### config.mk
export PLATFORM = sky130hd
export DESIGN_NAME = pos_dump_tx
export DESIGN_NICKNAME = d
export VERILOG_FILES = /design/src/rtl/pos_dump_tx.sv
export SDC_FILE = /design/constraint.sdc
export NUM_CORES = 2
export LEC_CHECK = 0
export ABC_CLOCK_PERIOD_IN_PS = 8300
export BUFFER_PORTS_ARGS = -buffer_cell sky130_fd_sc_hd__buf_2
export CORE_MARGIN = 2
export CORE_UTILIZATION = 45
export DETAILED_ROUTE_END_ITERATION = 10
export PLACE_DENSITY = 0.67
export SLEW_MARGIN = 10
export SYNTH_ARGS = -nofsm -noshare
export SYNTH_HDL_FRONTEND = slang
export SYNTH_SLANG_ARGS = --single-unit
### constraint.sdc
create_clock -name clk -period 8.3 [get_ports clk]
set_input_delay 0.83 -clock clk [delete_from_list [all_inputs] [get_ports clk]]
set_output_delay 0.83 -clock clk [all_outputs]
set_load 0.01 [all_outputs]
### src/rtl/pos_dump_tx.sv
// Position dump transmitter: scans per-cell position caches after a run and packs particles
// into 512-bit AXI-Stream beats of four 128-bit sub-packets, oldest sub-packet in lane 0.
module pos_dump_tx #(
  parameter int unsigned NUM_CELLS    = 27,
  parameter int unsigned MAX_PER_CELL = 128,
  parameter int unsigned RD_LATENCY   = 2,
  parameter int unsigned FIFO_DEPTH   = 8,
  parameter logic [15:0] DEST         = 16'd0
) (
  input  logic                   clk,
  input  logic                   rst,
  input  logic                   i_dump_start,
  input  logic [NUM_CELLS*8-1:0] i_num_particles,
  output logic                   o_rd_en,
  output logic [4:0]             o_rd_cell,
  output logic [6:0]             o_rd_addr,
  input  logic [85:0]            i_rd_data,
  output logic [511:0]           o_tdata,
  output logic                   o_tvalid,
  input  logic                   i_tready,
  output logic                   o_tlast,
  output logic [63:0]            o_tkeep,
  output logic [15:0]            o_tdest,
  output logic                   o_busy,
  output logic                   o_done
);

  localparam int unsigned NumSub = 4;
  localparam int unsigned EntW   = 91;
  localparam int unsigned PtrW   = $clog2(FIFO_DEPTH);
  localparam int unsigned FCntW  = $clog2(FIFO_DEPTH + 1);
  localparam int unsigned TotW   = $clog2(NUM_CELLS * MAX_PER_CELL + 1);
  localparam int unsigned IfW    = $clog2(RD_LATENCY + 1);
  localparam logic [7:0]  MaxCnt = 8'(MAX_PER_CELL);
  localparam logic [4:0]  LastCell = 5'(NUM_CELLS - 1);
  localparam logic [FCntW:0] DepthW = (FCntW + 1)'(FIFO_DEPTH);

  typedef enum logic [1:0] {StIdle, StRead, StDrain} state_e;

  state_e             state_q, state_d;
  logic [7:0]         counts_q [NUM_CELLS];
  logic [7:0]         clamped  [NUM_CELLS];
  logic [4:0]         cell_q, cell_d;
  logic [6:0]         addr_q, addr_d;
  logic [TotW-1:0]    total_q, start_total, emitted_q;
  logic [RD_LATENCY-1:0] tag_vld_q;
  logic [4:0]         tag_cell_q [RD_LATENCY];
  logic [IfW-1:0]     in_flight;
  logic [EntW-1:0]    mem_q [FIFO_DEPTH];
  logic [PtrW-1:0]    rd_ptr_q, wr_ptr_q;
  logic [FCntW-1:0]   fcnt_q;
  logic [511:0]       tdata_q, beat;
  logic               tvalid_q, tlast_q, sent_last_q, done_q;
  logic               rd_en, start_acc, credit_ok, push, form, load, is_last, hs, adv;
  logic [2:0]         lanes, pop_n;
  logic [7:0]         cur_cnt;
  logic [EntW-1:0]    ent;

  assign start_acc = i_dump_start && (state_q == StIdle);
  assign cur_cnt   = counts_q[cell_q];
  assign push      = tag_vld_q[RD_LATENCY-1];
  assign hs        = tvalid_q && i_tready;

  always_comb begin
    start_total = '0;
    for (int c = 0; c < NUM_CELLS; c++) begin
      clamped[c]  = (i_num_particles[c*8 +: 8] > MaxCnt) ? MaxCnt : i_num_particles[c*8 +: 8];
      start_total = start_total + TotW'(clamped[c]);
    end
  end

  always_comb begin
    in_flight = '0;
    for (int i = 0; i < RD_LATENCY; i++) begin
      in_flight = in_flight + IfW'(tag_vld_q[i]);
    end
  end

  // Reads already issued still hold a FIFO slot, so the FIFO can never overflow.
  assign credit_ok = ({1'b0, fcnt_q} + (FCntW + 1)'(in_flight)) < DepthW;

  always_comb begin
    state_d = state_q;
    cell_d  = cell_q;
    addr_d  = addr_q;
    rd_en   = 1'b0;
    adv     = 1'b0;
    case (state_q)
      StIdle: begin
        if (i_dump_start) begin
          state_d = StRead;
          cell_d  = '0;
          addr_d  = '0;
        end
      end
      StRead: begin
        if (cur_cnt == 8'd0) begin
          adv = 1'b1;
        end else if (credit_ok) begin
          rd_en = 1'b1;
          if ({1'b0, addr_q} == cur_cnt - 8'd1) begin
            addr_d = '0;
            adv    = 1'b1;
          end else begin
            addr_d = addr_q + 7'd1;
          end
        end
        if (adv) begin
          if (cell_q == LastCell) state_d = StDrain;
          else                    cell_d  = cell_q + 5'd1;
        end
      end
      StDrain: ;
      default: state_d = StIdle;
    endcase
    // The final beat can leave while trailing empty cells are still being scanned.
    if (hs && tlast_q) state_d = StIdle;
  end

  always_comb begin
    lanes   = (fcnt_q >= FCntW'(NumSub)) ? 3'd4 : 3'(fcnt_q);
    // emitted + buffered == total means nothing is in flight or left to read.
    form    = (state_q != StIdle) && !sent_last_q &&
              ((fcnt_q >= FCntW'(NumSub)) || ((emitted_q + TotW'(fcnt_q)) == total_q));
    load    = form && (!tvalid_q || i_tready);
    is_last = (emitted_q + TotW'(lanes)) == total_q;
    pop_n   = load ? lanes : 3'd0;
  end

  always_comb begin
    beat = '0;
    ent  = '0;
    for (int k = 0; k < NumSub; k++) begin
      ent = mem_q[rd_ptr_q + PtrW'(k)];
      if (k < int'(lanes)) beat[128*k +: 128] = {1'b1, 36'b0, ent};
    end
  end

  always_ff @(posedge clk) begin
    if (push) mem_q[wr_ptr_q] <= {tag_cell_q[RD_LATENCY-1], i_rd_data};
  end

  always_ff @(posedge clk or negedge rst) begin
    if (!rst) begin
      state_q     <= StIdle;
      cell_q      <= '0;
      addr_q      <= '0;
      total_q     <= '0;
      emitted_q   <= '0;
      tag_vld_q   <= '0;
      rd_ptr_q    <= '0;
      wr_ptr_q    <= '0;
      fcnt_q      <= '0;
      tdata_q     <= '0;
      tvalid_q    <= 1'b0;
      tlast_q     <= 1'b0;
      sent_last_q <= 1'b0;
      done_q      <= 1'b0;
      for (int c = 0; c < NUM_CELLS; c++) counts_q[c] <= '0;
      for (int i = 0; i < RD_LATENCY; i++) tag_cell_q[i] <= '0;
    end else begin
      state_q <= state_d;
      cell_q  <= cell_d;
      addr_q  <= addr_d;
      done_q  <= hs && tlast_q;

      if (start_acc) begin
        for (int c = 0; c < NUM_CELLS; c++) counts_q[c] <= clamped[c];
        total_q     <= start_total;
        emitted_q   <= '0;
        sent_last_q <= 1'b0;
      end else if (load) begin
        emitted_q <= emitted_q + TotW'(lanes);
        if (is_last) sent_last_q <= 1'b1;
      end

      tag_vld_q[0]  <= rd_en;
      tag_cell_q[0] <= cell_q;
      for (int i = 1; i < RD_LATENCY; i++) begin
        tag_vld_q[i]  <= tag_vld_q[i-1];
        tag_cell_q[i] <= tag_cell_q[i-1];
      end

      if (push) wr_ptr_q <= wr_ptr_q + PtrW'(1);
      rd_ptr_q <= rd_ptr_q + PtrW'(pop_n);
      fcnt_q   <= fcnt_q + FCntW'(push) - FCntW'(pop_n);

      if (load) begin
        tdata_q  <= beat;
        tvalid_q <= 1'b1;
        tlast_q  <= is_last;
      end else if (hs) begin
        tvalid_q <= 1'b0;
        tlast_q  <= 1'b0;
      end
    end
  end

  assign o_rd_en   = rd_en;
  assign o_rd_cell = cell_q;
  assign o_rd_addr = addr_q;
  assign o_tdata   = tdata_q;
  assign o_tvalid  = tvalid_q;
  assign o_tlast   = tlast_q;
  assign o_tkeep   = {64{tvalid_q}};
  assign o_tdest   = DEST;
  assign o_busy    = (state_q != StIdle);
  assign o_done    = done_q;

endmodule

# [Word level (Yosys, flattened, before mapping)]
# Memory sizes are Yosys's and may differ from the RTL's.
# Index checks and enable logic that the tools add are counted.
[classes] n_addsub=40 mul=0 div_mod_pow=0 magnitude_cmp=34 n_eq_ne=15 shift=0 n_mux=67 bitwise=1 reduce_logical=21
[op_table] cell="$mux W128" count=4
[op_table] cell="$add A12 B8 Y12" count=22
[op_table] cell="$mux W8" count=29
[op_table] cell="$gt A8 B8 Y1 const B" count=27
[op_table] cell="$bmux W8 S5" count=1
[op_table] cell="$mux W7" count=4
[op_table] cell="$eq A12 B12 Y1" count=2
[op_table] cell="$mux W12" count=2
[op_table] cell="$mux W1" count=15
[op_table] cell="$mux W5" count=3
[op_table] cell="$pmux W7 S2" count=1
[op_table] cell="$add A11 B8 Y12" count=1
[op_table] cell="$add A12 B3 Y12" count=1
[op_table] cell="$add A12 B4 Y12" count=1
[op_table] cell="$ne A2 B2 Y1 const B" count=6
[op_table] cell="$reduce_and A4 Y1" count=3
[op_table] cell="$add A10 B8 Y11" count=1
[op_table] cell="$add A9 B8 Y10" count=1
[op_table] cell="$pmux W5 S2" count=1
[op_table] cell="$reduce_bool A2 Y1" count=5
[op_table] cell="$add A8 B8 Y9" count=1
[op_table] cell="$eq A7 B8 Y1" count=1
[op_table] cell="$logic_not A8 Y1" count=1
[op_table] cell="$mux W2" count=4
[op_table] cell="28 further kinds" count=41
[totals] reg_bits=792 latchBits=0 mem_bits_rw=728 mem_bits_ro=0 inputBits=306 out_inout_bits=609 wordCells=222 n_memories=1
[mem_list] name="mem_q" words=8 width=91 read_ports=4 rd_ports_with_merged_regs=0 wr=1 line="49" source="logic [EntW-1:0] mem_q [FIFO_DEPTH];"

# [Depth between registers and ports, before layout]
[depth] word_depth=28 depth_mapped=26 mapped_depth_nobuf=26

# [Worst setup path after synthesis]
# Ideal clock, no wire load.
[synth_path] kind="reg-to-reg" from="register wr_ptr_q[1]" to="memory mem_q[0][0], enable pin" setup_ps=652 t_arrival_ps=6736 t_required_ps=7648 slack_ps=912 stages_incl_launch_ff=3 path_buffers=0 period_less_slack_ps=7388 cell_sequence="dfrtp_1 -> nand2b_1 -> nor3_1"
[synth_lines] item="start, declared" line="50" source="logic [PtrW-1:0] rd_ptr_q, wr_ptr_q;"
[synth_lines] item="start signal, assigned" line="184" source="if (push) wr_ptr_q <= wr_ptr_q + PtrW'(1);"
[synth_lines] item="end, declared" line="49"
# Straight into the memory's write port.

# [Worst setup path after layout]
[layout_path] from="input i_num_particles[47]" to="register total_q[11]"
[layout_between] elab_chain_cells=24
[layout_rtl] item="start, declared" line="13" source="input logic [NUM_CELLS*8-1:0] i_num_particles,"
[layout_rtl] item="$gt A8 B8 Y1" line="67" source="clamped[c] = (i_num_particles[c*8 +: 8] > MaxCnt) ? MaxCnt : i_num_particles[c*8 +: 8];"
[layout_rtl] item="$mux W8 (*)" line="67"
[layout_rtl] item="$add A12 B8 Y12 (*) (22 in series)" line="68" source="start_total = start_total + TotW'(clamped[c]);"
[layout_rtl] item="end signal, assigned" line="169" source="total_q <= start_total;"
[layout_rtl] item="end, declared" line="45" source="logic [TotW-1:0] total_q, start_total, emitted_q;"
# Every way passes the cells marked *; elsewhere a longest branch is shown, timed or not.
# A chain may end at the register's enable or synchronous reset.

==> results.txt <==
total negative slack: 0 ps
Leakage: 34.7 nW
outcome: finished, final reports clean
IO buf count: 754
clock sink count: 1376
TritonRoute pass-1 iters: 6
setup ws final: 2020 ps
VDD IR max: 825 uV
Critical Path RT: 8910 ps
most frequent CP cell: fa_1
placed insts: 7844
final worst-path cycle share: 0.756
GP Congestion: 0.916
crit-path cells: buf_2 -> nand2b_1 -> fa_1 -> inv_1 -> fa_1 -> inv_1 -> fa_1 -> inv_1 -> fa_1 -> fa_1 -> fa_1 -> fa_1 -> ha_1 -> a21o_1 -> a21oi_1 -> o21bai_1 -> a21oi_1 -> o21bai_1 -> a21oi_1 -> o21bai_1 -> a21oi_1 -> xnor2_1 -> o21ai_0
Psw: 16.4 mW
Clk pwr share: 0.171
fin nets: 6365
Pint: 22.9 mW
CTS tree: done
initial antenna violation count: 34
CTS Hold Bufs: 0
Via density: 5.82
CTS resizes: 0
largest net degree at the start of global routing: 173
crit path time final: 6280 ps
Yosys warnings: 0
part of the power in registers: 0.276
Starting DRT DRC Count: 4017
initial core utilization: 0.454
DIE WIDTH: 413 microns
worst-margin pin slew: 1180 ps
dominant cells by area after synthesis: edfxtp_1 (29%), dfrtp_1 (22%), mux4_2 (20%)
Layout Area Growth over Synthesis: 13.1%
via count: 47400
sequential element share of the synthesized area: 0.507
CP startpoint kind: input pin
Top delay family on crit path: adder cells
GRT Total Usage: 0.246
Rel. slew slack: 0.210
global-route wire length before repair: 310000 microns
Sw Ratio: 0.417
largest stage delay on the critical path: 610 ps
Yosys top cell area share: 0.291
Num CTS Buffers: 154
Post-DP Area: 79900 sq um
kind of critical path: input pin to register
I/O Pins: 915
Synth Register Bits: 1376
Hold Path Class: input pin to async pin
share of layout cells above drive strength 1: 0.308
H-tree depth: 4
Final Total Pwr: 39.2 mW
RSZ-0062 raised after global routing: false
residual DRC count: 0
synthesized area: 75100 sq um
post-route ant nets: 0
CP Max Fanout: 9
Final Hold Viols: 0
Slew Limit Fails: 0
Cell variety after synth: 70
hpwl dp: 137000 microns
Pwr Density: 462 nW/um^2
Die Ht: 413 microns
final WL: 210000 microns
Comb pwr share: 0.553
core box area: 165000 sq um
Mapped Avg Cell Area: 14.3 sq um
final clock skew: 49.1 ps
total buffers and inverters traversed by the critical path: 4
vias in the first global route: 47600
post-DR wirelength/cell: 25.8 microns
Cells after Synth: 5253
final setup vio count: 0
CTS clk-pin slew, worst paths: 60 ps
Max Cap Viol: 0
CP max stage cell: fa_1
Reg2Reg Setup Slack: 2540 ps
CP Data Arrival Time: 6890 ps
full die area: 170000 sq um
gr ovfl total: 0
Post-synth top flop: edfxtp_1
Final Cell Area: 85000 sq um
clk root buf: clkbuf_16
Place WS: 1320 ps
CP endpoint kind: register
post-CTS setup repair buffer count: 0
number of synthesized flops with an enable pin: 728
CTS Buffer Depth: 3
Row Count: 149
Synth area leader: edfxtp_1
fmax: 159 MHz
Clk Latency, worst-skew pair: 820 ps
Finished Layout Cells: 8147
ys async rst share: 0.471
fill count: 13800
[Yosys cell counts, types with 33 or more instances]
master    instances
nor2_1           44
dfrtp_1         648
fa_1            199
nand2_1         662
o31ai_1          96
mux2_2           77
nor2b_1          83
mux4_2          669
nand2b_1         70
xnor2_1          37
buf_4           226
o21ai_0         431
clkbuf_1        248
a21oi_1          33
mux2i_1         409
buf_1            94
ha_1             49
edfxtp_1        728
inv_1           238
[power groups by stage]
| stage | logic [mW] | clock network (mW) | registers [mW] |
|---|---|---|---|
| 2_1_floorplan | 15.5 | 0 | 10.8 |
| 3_3_place_gp | 21.7 | 0 | 10.8 |
| 3_5_place_dp | 21.8 | 0 | 10.9 |
| 4_1_cts | 21.9 | 6.83 | 10.8 |
| 5_1_grt | 23.8 | 7.09 | 11.0 |
| 6_report | 21.7 | 6.71 | 10.8 |
[registers in the layout (all words and copies together) (netlist names), 2 cells and up]
signal / flops
fcnt_q: 4
state_q: 2
mem_q: 728
o_rd_cell: 5
tag_vld_q: 2
o_rd_addr: 7
rd_ptr_q: 3
total_q: 12
wr_ptr_q: 3
emitted_q: 12
counts_q: 216
tag_cell_q: 10
o_tdata: 368
[per-stage QoR]
| stage | utilization | hold WS [ps] |
|---|---|---|
| 2_1_floorplan | - | 331 |
| 3_3_place_gp | 0.483 | 336 |
| 3_5_place_dp | 0.483 | 336 |
| 4_1_cts | 0.514 | 73.4 |
| 5_1_grt | 0.514 | 112 |
| 6_report | 0.514 | 95.2 |
[worst reg2reg max path: stages, from the launching register on]
cell      delay, ps
dfrtp_1         410
ha_1            240
fa_1            420
a21o_1          200
a21oi_1         410
nor2_1           80
a211oi_1        250
a211oi_1         80
a21oi_1         120
o31a_1          170
or4b_4          510
o21bai_4        240
buf_4           710
a21o_4          770
buf_4           750
o21ai_0         270
[metal layers]
layer / part of all wire / GRT usage
met5: 0.00069 / 0
met4: 0.041 / 0.0978
met3: 0.079 / 0.0506
met2: 0.48 / 0.400
met1: 0.40 / 0.325
[cell usage in the layout, fill, tap and decap left out, drive strengths merged, types with 10 or more instances in the layout]
master / instances
o21ai: 434
xnor2: 37
ha: 49
mux4: 669
xor2: 20
and3: 10
a21oi: 33
mux2i: 409
a21o: 12
edfxtp: 728
nand2: 662
mux2: 77
nor2b: 83
o31ai: 97
conb: 160
clkbuf: 225
diode: 13
fa: 199
a211oi: 10
nor3: 16
inv: 250
nand3: 20
nor2: 44
nand2b: 70
dfrtp: 648
buf: 822
clkinv: 52
[final cells by class]
cell class                      count  area (sq um)  share of cell area
Clock inverter                     65           618             0.00728
Tap cell                         2189          2740              0.0322
Clock buffer                      225          4360              0.0514
Sequential cell                  1376         38100               0.448
Inverter                          245           927              0.0109
Timing Repair Buffer              822          4430              0.0522
Multi-Input combinational cell   3212         33800               0.397
Antenna cell                       13          32.5            0.000383
[cells by family (layout without fill, tap and decap cells)]
family                     count (synthesis)  after routing  share of synthesized area
muxes                                   1155           1155                      0.267
AOI/OAI and AO/OA                        649            649                     0.0503
buffers and inverters                    824           1357                     0.0533
xor gates and xnor gates                  57             57                    0.00665
other                                      1            173                  0.0000499
and+or+nand+nor                          943            943                     0.0548
DFF                                     1376           1376                      0.507
adders and majority gates                248            248                     0.0612
[path summary, 6_finish.rpt]
kind	start	endpoint	cells past startpoint
worst max-delay path	i_num_particles[47]	total_q[11]$_DFFE_PN0P_	23
worst min-delay path	rst	o_tdata[134]$_DFFE_PN0P_	1
worst max register to register	emitted_q[0]$_DFFE_PN0P_	o_tdata[307]$_DFFE_PN0P_	15
worst min register to register	tag_cell_q[7]$_DFF_PN0_	tag_cell_q[2]$_DFF_PN0_	0
max in group asynchronous	rst	o_tdata[341]$_DFFE_PN0P_	3
min in group clk	i_rd_data[38]	mem_q[0][38]$_DFFE_PP_	1
No activity file was read; power rests on OpenSTA's default activity.
